===== src/rtl/hazard_forward_ctrl.sv =====
// Forwarding / hazard controller for a 5-stage MIPS pipeline: registered ForwardA/B selects,
// load-use stall and data-memory freeze sequencing. Define HFC_STATS_EN to enable stall_count.
module hazard_forward_ctrl #(
    parameter int REG_ADDR_W = 5,
    parameter int STAT_W     = 16
) (
    input  logic                  clk,
    input  logic                  rst_n,
    input  logic                  id_valid,
    input  logic [REG_ADDR_W-1:0] id_rs,
    input  logic [REG_ADDR_W-1:0] id_rt,
    input  logic [REG_ADDR_W-1:0] id_dest,
    input  logic                  id_regwrite,
    input  logic                  id_memread,
    input  logic                  flush,
    input  logic                  dmem_ready,
    output logic                  pc_stall,
    output logic                  ifid_stall,
    output logic                  idex_bubble,
    output logic                  pipe_freeze,
    output logic [1:0]            ForwardA,
    output logic [1:0]            ForwardB,
    output logic [STAT_W-1:0]     stall_count
);

    // Only the fields later stages consult are kept; the WB result is already visible
    // through the register file, so no WB tag is needed for forwarding.
    typedef struct packed {
        logic                  valid;
        logic [REG_ADDR_W-1:0] dest;
        logic                  regwrite;
        logic                  memread;
    } tag_t;

    typedef enum logic [1:0] {RUN, LSTALL, MWAIT} state_t;

    tag_t   ex_reg, mem_reg, ex_next;
    state_t state_reg, state_next, saved_reg, saved_next;
    logic [1:0] forward_a_reg, forward_b_reg, forward_a_next, forward_b_next;
    logic freeze, load_use_raw, load_use, enter_valid;

    function automatic logic [1:0] fwd_sel(input logic [REG_ADDR_W-1:0] src,
                                           input tag_t ex_t, input tag_t mem_t);
        logic [1:0] sel;
        sel = 2'b00;
        if (ex_t.valid && ex_t.regwrite && !ex_t.memread && ex_t.dest != '0 && ex_t.dest == src)
            sel = 2'b01;
        else if (mem_t.valid && mem_t.regwrite && mem_t.dest != '0 && mem_t.dest == src)
            sel = 2'b10;
        return sel;
    endfunction

    assign freeze       = mem_reg.valid & mem_reg.memread & ~dmem_ready;
    assign load_use_raw = ex_reg.valid & ex_reg.memread & ex_reg.regwrite & (ex_reg.dest != '0)
                        & id_valid & ~flush & ((ex_reg.dest == id_rs) | (ex_reg.dest == id_rt));
    assign load_use     = load_use_raw & ~freeze;
    assign enter_valid  = id_valid & ~flush & ~load_use;

    assign pipe_freeze = freeze;
    assign pc_stall    = freeze | load_use;
    assign ifid_stall  = freeze | load_use;
    assign idex_bubble = load_use;
    assign ForwardA    = forward_a_reg;
    assign ForwardB    = forward_b_reg;

    always_comb begin
        ex_next          = '0;
        forward_a_next   = 2'b00;
        forward_b_next   = 2'b00;
        if (enter_valid) begin
            ex_next.valid    = 1'b1;
            ex_next.dest     = id_dest;
            ex_next.regwrite = id_regwrite;
            ex_next.memread  = id_memread;
            forward_a_next   = fwd_sel(id_rs, ex_reg, mem_reg);
            forward_b_next   = fwd_sel(id_rt, ex_reg, mem_reg);
        end
    end

    always_ff @(posedge clk or negedge rst_n) begin
        if (!rst_n) begin
            ex_reg        <= '0;
            mem_reg       <= '0;
            forward_a_reg <= 2'b00;
            forward_b_reg <= 2'b00;
        end else if (!freeze) begin
            ex_reg        <= ex_next;
            mem_reg       <= ex_reg;
            forward_a_reg <= forward_a_next;
            forward_b_reg <= forward_b_next;
        end
    end

    // MWAIT remembers whether the freeze interrupted a load-use stall.
    always_comb begin
        state_next = state_reg;
        saved_next = saved_reg;
        case (state_reg)
            RUN: begin
                if (freeze) begin
                    state_next = MWAIT;
                    saved_next = RUN;
                end else if (load_use) begin
                    state_next = LSTALL;
                end
            end
            LSTALL: begin
                if (freeze) begin
                    state_next = MWAIT;
                    saved_next = LSTALL;
                end else if (load_use) begin
                    state_next = LSTALL;
                end else begin
                    state_next = RUN;
                end
            end
            MWAIT: begin
                if (dmem_ready)
                    state_next = load_use ? LSTALL : saved_reg;
            end
            default: state_next = RUN;
        endcase
    end

    always_ff @(posedge clk or negedge rst_n) begin
        if (!rst_n) begin
            state_reg <= RUN;
            saved_reg <= RUN;
        end else begin
            state_reg <= state_next;
            saved_reg <= saved_next;
        end
    end

`ifdef HFC_STATS_EN
    logic [STAT_W-1:0] count_reg;

    always_ff @(posedge clk or negedge rst_n) begin
        if (!rst_n)
            count_reg <= '0;
        else if (pc_stall && count_reg != '1)
            count_reg <= count_reg + 1'b1;
    end

    assign stall_count = count_reg;
`else
    assign stall_count = '0;
`endif

endmodule


===== config.mk =====
export PLATFORM = sky130hd
export DESIGN_NAME = hazard_forward_ctrl
export DESIGN_NICKNAME = d
export VERILOG_FILES = /design/src/rtl/hazard_forward_ctrl.sv
export SDC_FILE = /design/constraint.sdc
export NUM_CORES = 1
export LEC_CHECK = 0
export CORE_MARGIN = 5
export CORE_UTILIZATION = 40
export CTS_CLUSTER_DIAMETER = 40
export DETAILED_ROUTE_END_ITERATION = 16
export DONT_BUFFER_PORTS = 1
export PLACE_DENSITY = 0.58
export SLEW_MARGIN = 20
export SYNTH_ARGS = -nofsm -noshare
export SYNTH_HDL_FRONTEND = slang
export SYNTH_SLANG_ARGS = --single-unit
export TNS_END_PERCENT = 100

===== constraint.sdc =====
create_clock -name clk -period 4.7 [get_ports clk]
set_clock_uncertainty 0.2 [all_clocks]
set_input_delay 1.41 -clock clk [delete_from_list [all_inputs] [get_ports clk]]
set_output_delay 1.41 -clock clk [all_outputs]
set_load 0.1 [all_outputs]

==> reports/metrics.yaml <==
post-cts-setup-buffers: 0
path_delay_family: "simple AND/OR/NAND/NOR gates"
cts_root_buffer: "clkbuf_4"
dp.cells: 145
io-pin-count: 46
grt_pass1_wl_mm: 3.98
io_buffers: 0
path_buf_inv: 1
cp_data_required_time_ps: 3090
synth.avg_cell_area_um2: 10.7
tns_ps: 0
crit_fanout: 6
wire_per_inst_um: 16.8
yosysSeqAreaShare: 0.416
top_usage_layer: "met2"
synth_edf_count: 0
clock_path_buffers: 2
via_count: 785
cap_violations: 0
dieArea_mm2: 0.00421
die_w_um: 64.9
start_util: 0.404
end_kind: "output port"
synthCells: 113
gr-usage-met3: 0.0520
reg2regPathDepth: 7
ys_seq_elements: 20
pwr_density_cell_mw_per_mm2: 290
ys_top_cells_by_area: "dfrtp_1 42%, buf_4 11%, xnor2_1 7.3%"
critical-path-slowest-cell: "buf_4"
period_share: 0.896
use_met2: 0.212
path_cells: "xnor2_1, nand3_1, nor3_2, o2111ai_2, nor2_2, buf_4"
drive_above_1_share: 0.191
detailedPlace.worstSlack_ps: 476
whs_path_depth: 1
path_class: "in -> out"
max_clock_freq_ghz: 0.237
leakagePower_uw: 0.000564
rsz0062_at_grt: "false"
yosysTopAreaCell: "dfrtp_1"
core_mm2: 0.00298
hold_violations: 0
grt_pass1_vias: 816
syn2layout_area_growth_pct: 1.66
worst_pin_slew_ps: 923
fill_cells: 290
post_dp_cell_area_mm2: 0.00120
grt_max_degree: 21
crit_cells: 6
row_count: 20
fin_nets: 139
hold_slack_ps: 317
cts.sinks: 20
yosysWarnings: 0
finalSetupViolations: 0
antenna_found_initial: 0
dpl.hpwl_mm: 2.03
num_antenna_cells: 0
grt.overflow.total: 0
synth_area_mm2: 0.00120
finalCriticalPeriod_ps: 4210
synthArstFlopShare: 1.00
hold_class: "reg -> reg"
cts_tree: "done"
drt_iter0_drc: 17
synth_flop_cell: "dfrtp_1"
fin_ws_ps: 488
fin_area_mm2: 0.00122
run_status: "completed"
slew_violations: 0
die_h_um: 64.9
ctsHoldBuffers: 0
vdd_ir_drop_max_mv: 0.146
grt_use_total: 0.122
viasPerCell: 5.30
critPathArrivalTime_ps: 2600
maxSlewHeadroom: 0.385
drtPass1Iterations: 4
clkTransAtPathRegs_ps: 110
grt_use_met1: 0.137
synth_top_cell_area_share: 0.416
clk-insertion-delay-late_ps: 290
drc_errors: 0
drt-total-wl_mm: 2.48
routabilityCongestion: 0.782
final_cells: 148
cts_htree_levels: 1
synth_cell_type_count: 26
worst_setup_path_start_kind: "primary input"
cts_resized: 0
ant_nets: 0
cts_made_buffers: 3
max_stage_delay_ps: 300
-- per-layer routing --
layer | wire length [um] | vias up
li1 | - | 368
met1 | 975 | 391
met2 | 1280 | 26
met3 | 231 | 0
met4 | 0 | 0
met5 | 0 | -
-- worst reg2reg max path: stages, from the launching register on --
cell     delay (ps)
dfrtp_1         370
nand2_1          50
or2_2           320
inv_1           110
buf_4           430
nor2_1          270
and2_1          220
a22o_1          200
-- layout by cell type, fill, tap and decap left out, types with 2 or more instances in the layout --
cell type / instances
nand2b_1: 4
xor2_1: 10
clkbuf_4: 3
a32o_1: 7
buf_4: 3
dfrtp_1: 20
mux2_2: 6
conb_1: 16
nand2_1: 5
nor3_2: 2
and2_1: 3
nor3_1: 5
nor2_1: 3
nand3_1: 4
xnor2_1: 10
a22o_1: 2
a31o_2: 2
-- path summary, 6_finish.rpt --
path	startpoint	end	slack (ps)
max in group asynchronous	rst_n	ForwardB[1]$_DFFE_PN0N_	3630
worst max register to register	mem_reg[7]$_DFFE_PN0N_	ForwardB[0]$_DFFE_PN0N_	2420
min in group asynchronous	rst_n	mem_reg[5]$_DFFE_PN0N_	590
worst min register to register	ex_reg[7]$_DFFE_PN0N_	mem_reg[7]$_DFFE_PN0N_	320
worst min-delay path	ex_reg[7]$_DFFE_PN0N_	mem_reg[7]$_DFFE_PN0N_	320
worst max-delay path	id_rt[0]	idex_bubble	490
-- area by class of cell --
| type | instances | area, um^2 | share of cell area |
|---|---|---|---|
| clock buffers | 3 | 22.5 | 0.0184 |
| inverters | 1 | 3.75 | 0.00307 |
| multi-input cells | 87 | 613 | 0.501 |
| flip-flops and latches | 20 | 500 | 0.409 |
| well taps | 33 | 41.3 | 0.0337 |
| repair buffers | 4 | 42.5 | 0.0348 |
-- synth_stat cells, drive strengths merged (2+ instances only) --
library cell,number
buf,19
and2,3
a32o,7
nand2,6
nor3,7
dfrtp,20
mux2,6
nand3,4
xor2,10
a22o,3
nor2,4
a31o,2
nand2b,4
xnor2,10
-- cell families (layout without fill, tap and decap cells) --
| logic type | Yosys count | in the layout | synth area share |
|---|---|---|---|
| buffers and inverters | 21 | 8 | 0.126 |
| XOR/XNOR | 20 | 20 | 0.146 |
| AND/OR/NAND/NOR | 30 | 30 | 0.133 |
| AO/OA/AOI/OAI | 15 | 15 | 0.121 |
| multiplexers | 6 | 6 | 0.0561 |
| flip-flops | 20 | 20 | 0.416 |
| other | 1 | 16 | 0.00312 |
-- where the power goes --
group          total, uW  internal (uW)  switching (uW)
registers            186            178            7.80
clock network       80.4           29.8            50.5
logic               88.1           17.1            71.1
total                355            225             129
-- stage by stage --
stage,total power [uW],utilization
after CTS,356,0.411
after detailed placement,278,0.403
after floorplan,281,-
after global placement,277,0.403
final,355,0.411
after global routing,371,0.411
No activity file was read; power rests on OpenSTA's default activity.
==> RTL edit 1 (same settings) <==
Add a define of `HFC_STATS_EN`.
--- a/src/rtl/hazard_forward_ctrl.sv
+++ b/src/rtl/hazard_forward_ctrl.sv
@@ -2,2 +2,4 @@
 // load-use stall and data-memory freeze sequencing. Define HFC_STATS_EN to enable stall_count.
+`define HFC_STATS_EN
+
 module hazard_forward_ctrl #(
Check against the original RTL: not equivalent (a bounded check fails within 4 cycles, from zero or initial values and one cycle with rst_n low).
==> RTL edit 1 against the original RTL <==
Combinational power decreased by 22%. Design area grew 86%. Sequential share of layout area decreased by 1.3 points. Synthesized cell count grew 80%. Utilization grew 4.4 points. First-iteration DRC count grew to 4.9 times the old value. Worst setup slack worse by 0.077 ns. Sequential cell count grew 16. Synthesized area up 68%. Non-clock buffer count grew 5. Critical path type unchanged. Maximum frequency is 1.8% lower. Routed wire length increased by 87%. Total power rose by 120%.
==> RTL edit 1: results (changes against the original RTL) <==
Vias in the first global route - 1505 (+84%)
Reg2reg setup slack - 1.78 ns (-0.64 ns)
Largest register FFs - 16
Final worst slack - 0.410 ns (-0.0775 ns)
Sequential share of the synthesized area - 44.5% (+2.9 points)
DR iter-0 viols - 83 (+66)
Mapped Nets - 226
FF-to-FF path depth - 7 (unchanged)
Place WS - 0.411 ns (-0.0650 ns)
Worst Setup SP - id_rt[1]
Leakage power - 0.965 nW (+71%)
Clk Latency, worst-skew pair - 0.29 ns (about the same)
Worst vdd ir - 0.189 mV (+30%)
Final net count - 235 (+69%)
Reg2reg end - stall_count[1]
First-pass GRT wire length - 7600 microns (+91%)
Fillers - 518 (+79%)
Setup crit end - ifid_stall
Max Root-Sink Buffers - 2 (unchanged)
Crit path largest cell delay - 0.37 ns (+0.07 ns)
Root Buffer - clkbuf_8
Warnings from Yosys - 0 (unchanged)
Post-DP HPWL - 3400 microns (+67%)
Post-CTS Resized - 0 (unchanged)
Largest net degree at the start of global routing - 37 (+76%)
Asr flop ratio synth - 100% (unchanged)
DP Area - 2170 sq um (+80%)
Slew margin rel. - 31.6% (-6.9 points)
Setup bufs post-CTS - 0 (unchanged)
FF-to-FF Start - stall_count[0]
Share of cells above drive strength 1 - 18.3% (-0.82 points)
Post-synthesis cell type count - 46 (+77%)
DR WL/cell - 16.4 microns (-2.4%)
Vias/cell - 5.14 (-3.1%)
Crit path max-delay cell type - a21o_4
I/O Buffers - 0 (unchanged)
GP Congestion - 0.824 (+5.3%)
Worst-path clk slew - 0.08 ns (-0.03 ns)
Worst hold path class - flop to flop
Diode count - 0 (unchanged)
First-pass DRT Iterations - 6 (+2)
Antenna violations before repair - 0 (unchanged)
Synth cell count leaders - 49 x nand2_1, 36 x dfrtp_1, 18 x xor2_1
Crit path max fanout - 14 (+8)
Num CTS Buffers - 5 (+2)
Post-synth top flop - dfrtp_1
All-layer global routing usage - 15.1% (+2.9 points)
Htree depth - 2 (+1)
Status - completed
Synth area leaders - dfrtp_1 44%, nand2_1 9.1%, xor2_1 7.8%, xnor2_1 5.6%, o21ai_0 2.7%
[RTL edit 1: logic make-up after synthesis]
family | synth area share [%]
buffers and inverters | 2.84
XOR/XNOR | 13.4
AND/OR/NAND/NOR | 20.9
flip-flops | 44.5
AO/OA/AOI/OAI | 15.2
multiplexers | 2.59
adder cells (fa/ha/maj) | 0.618
[RTL edit 1: worst max-delay path, delay by kind of cell]
kind / cells / cell delay [ns]
compound gates: 1 / 0.37
xor+xnor: 1 / 0.14
buf+inv: 1 / 0.25
simple gates: 3 / 0.50
[RTL edit 1: worst min path at each step]
stage                from          to  slack [ns]  cells after the start
6_report       mem_reg[1]  mem_reg[1]        0.30                      2
3_3_place_gp   mem_reg[1]  mem_reg[1]        0.27                      2
3_5_place_dp   mem_reg[1]  mem_reg[1]        0.27                      2
5_1_grt        mem_reg[1]  mem_reg[1]        0.33                      2
4_1_cts        mem_reg[1]  mem_reg[1]        0.29                      2
2_1_floorplan  mem_reg[1]  mem_reg[1]        0.24                      2
[RTL edit 1: final cells by class]
class                   instances  area, sq um  share of cell area (%)
inverters                       2         7.51                   0.330
flip-flops and latches         36          901                    39.6
clock buffers                   5         68.8                    3.02
well taps                      70         87.6                    3.85
repair buffers                  9         92.6                    4.07
multi-input cells             158         1080                    47.3
clock inverters                 3         42.5                    1.87
[RTL edit 1: through the flow]
step | instances | hold slack, ns
finish | 283 | 0.296
global route | 283 | 0.329
CTS | 283 | 0.293
detailed placement | 275 | 0.274
global placement | 275 | 0.266
floorplan | 203 | 0.238
[RTL edit 1: per-layer routing]
metal / global-route usage [%] / part of all wire, %
met4: 4.05 / 1.3
met5: 0 / 0
met2: 23.6 / 46
met1: 20.0 / 47
met3: 4.88 / 6.0
[RTL edit 1: where the power goes]
part	total, mW	switching [mW]	internal, mW
Combinational	0.0691	0.0379	0.0312
Clock	0.274	0.117	0.157
Sequential	0.436	0.110	0.326
Total	0.779	0.265	0.514
==> RTL edit 2 (same flow settings) <==
Without the edit above. The parameter `REG_ADDR_W` goes from 5 to 6.
--- a/src/rtl/hazard_forward_ctrl.sv
+++ b/src/rtl/hazard_forward_ctrl.sv
@@ -3,3 +3,3 @@
 module hazard_forward_ctrl #(
-    parameter int REG_ADDR_W = 5,
+    parameter int REG_ADDR_W = 6,
     parameter int STAT_W     = 16
Interface: changed (resized id_dest, id_rs and id_rt); port bits go from 46 to 49. The function was not compared with the original's and may differ.
==> RTL edit 2 against the original RTL <==
Worst setup slack got worse by 0.27 ns. Die area rose by 12%. Design area rose by 19%. Critical path type unchanged. Largest cell class unchanged. Total power rose by 15%. Hold slack improved by 0.017 ns. Sequential cell count rose by 2. Synthesized area rose by 15%. Routed wire length rose by 13%. Count of clock-buffer cells in the layout rose by 1. Synthesized cell count rose by 21%. Maximum frequency fell by 6.0%.
==> RTL edit 2: results (changes against the original RTL) <==
Final net count - 166 (+19%)
Sequential share of the synthesized area - 39.9% (-1.7 points)
Synth cell count leaders - 23 x nand2_1, 22 x dfrtp_1, 17 x buf_4
CP top delay family - simple AND/OR/NAND/NOR gates
Worst hold path class - flop to flop
FF-to-FF path depth - 6 (-1)
Crit path max fanout - 3 (-3)
DR iter-0 viols - 33 (+16)
Largest net degree at the start of global routing - 24 (+14%)
Post-DP HPWL - 2190 microns (+8.0%)
Vias in the first global route - 975 (+19%)
All-layer global routing usage - 13.0% (+0.75 points)
Total routed wirelength - 2810 microns (+13%)
FF-to-FF Start - ex_reg[2]
First-pass GRT wire length - 4470 microns (+12%)
Least-Margin Pin Slew - 0.913 ns (-0.00997 ns)
Worst Setup SP - id_rs[2]
I/O Buffers - 0 (unchanged)
Vias/cell - 5.02 (-5.3%)
Crit path largest cell delay - 0.38 ns (+0.08 ns)
Inst Count DP - 182 (+26%)
Leakage power - 0.630 nW (+12%)
DR WL/cell - 15.1 microns (-10%)
Arr. time, crit path - 2.87 ns (+0.27 ns)
Clk Latency, worst-skew pair - 0.32 ns (+0.03 ns)
Post-synthesis cell type count - 29 (+12%)
Fillers - 351 (+21%)
Worst-path clk slew - 0.13 ns (+0.02 ns)
Place WS - 0.205 ns (-0.271 ns)
Reg2reg end - ex_reg[8]
Final worst slack - 0.218 ns (-0.270 ns)
Antenna violations before repair - 0 (unchanged)
Post-synthesis cell count - 137 (+21%)
Most frequent cell after synthesis - nand2_1
Status - completed
Setup crit end - ifid_stall
Worst vdd ir - 0.0860 mV (-41%)
Share of cells above drive strength 1 - 25.0% (+5.9 points)
Synth area leaders - dfrtp_1 40%, buf_4 9.3%, xnor2_1 7.6%, xor2_1 7.6%, o21ai_2 6.4%
Crit path max-delay cell type - a2111oi_4
Reg2reg setup slack - 2.45 ns (+0.03 ns)
GP Congestion - 0.835 (+6.7%)
[RTL edit 2: through the flow]
stage / instance area (sq um) / total power [mW]
CTS: 1450 / 0.409
detailed placement: 1420 / 0.302
global route: 1450 / 0.419
global placement: 1420 / 0.301
floorplan: 1440 / 0.305
finish: 1450 / 0.408
[RTL edit 2: layer usage]
layer | global-route usage, % | wire, microns | share of wire [%] | up-vias
li1 | - | - | - | 445
met1 | 15.0 | 1130 | 40 | 439
met2 | 21.6 | 1330 | 48 | 42
met3 | 3.89 | 275 | 9.8 | 8
met4 | 6.57 | 64 | 2.3 | 0
met5 | 0 | 0 | 0 | -
[RTL edit 2: worst register-to-register path: cells and delay by family, from the launching register on]
| family | cells | cell delay, ns |
|---|---|---|
| DFF | 1 | 0.49 |
| AOI/OAI and AO/OA | 2 | 0.47 |
| xor gates and xnor gates | 1 | 0.20 |
| buffers and inverters | 1 | 0.29 |
| and+or+nand+nor | 2 | 0.49 |
[RTL edit 2: area by class of cell]
| type | count | area [sq um] | area share, % |
|---|---|---|---|
| flip-flops and latches | 22 | 551 | 37.9 |
| repair buffers | 5 | 62.6 | 4.31 |
| well taps | 46 | 57.6 | 3.97 |
| clock buffers | 4 | 36.3 | 2.50 |
| multi-input cells | 109 | 744 | 51.3 |
[RTL edit 2: cells by family after synthesis]
logic type      after synthesis  synth area share (%)
simple gates                 45                  16.6
xor+xnor                     24                  15.2
flops                        22                  39.9
buf+inv                      21                  10.9
compound gates               17                  11.3
mux                           7                  5.72
other cells                   1                 0.272
[RTL edit 2: where the power goes]
group	internal (mW)	switching [mW]	total, mW	leakage [nW]
sequential	0.196	0.00923	0.206	0.297
clock	0.0474	0.0615	0.109	0.0210
combinational	0.0195	0.0736	0.0931	0.312
total	0.263	0.144	0.408	0.630
[RTL edit 2: worst min-delay path by stage]
| stage | from | to | slack (ns) | cells after the start |
|---|---|---|---|---|
| after floorplan | mem_reg[1] | mem_reg[1] | 0.27 | 1 |
| after global placement | mem_reg[1] | mem_reg[1] | 0.29 | 1 |
| after detailed placement | mem_reg[1] | mem_reg[1] | 0.30 | 1 |
| after CTS | mem_reg[1] | mem_reg[1] | 0.33 | 1 |
| after global routing | mem_reg[1] | mem_reg[1] | 0.34 | 1 |
| final | mem_reg[1] | mem_reg[1] | 0.33 | 1 |
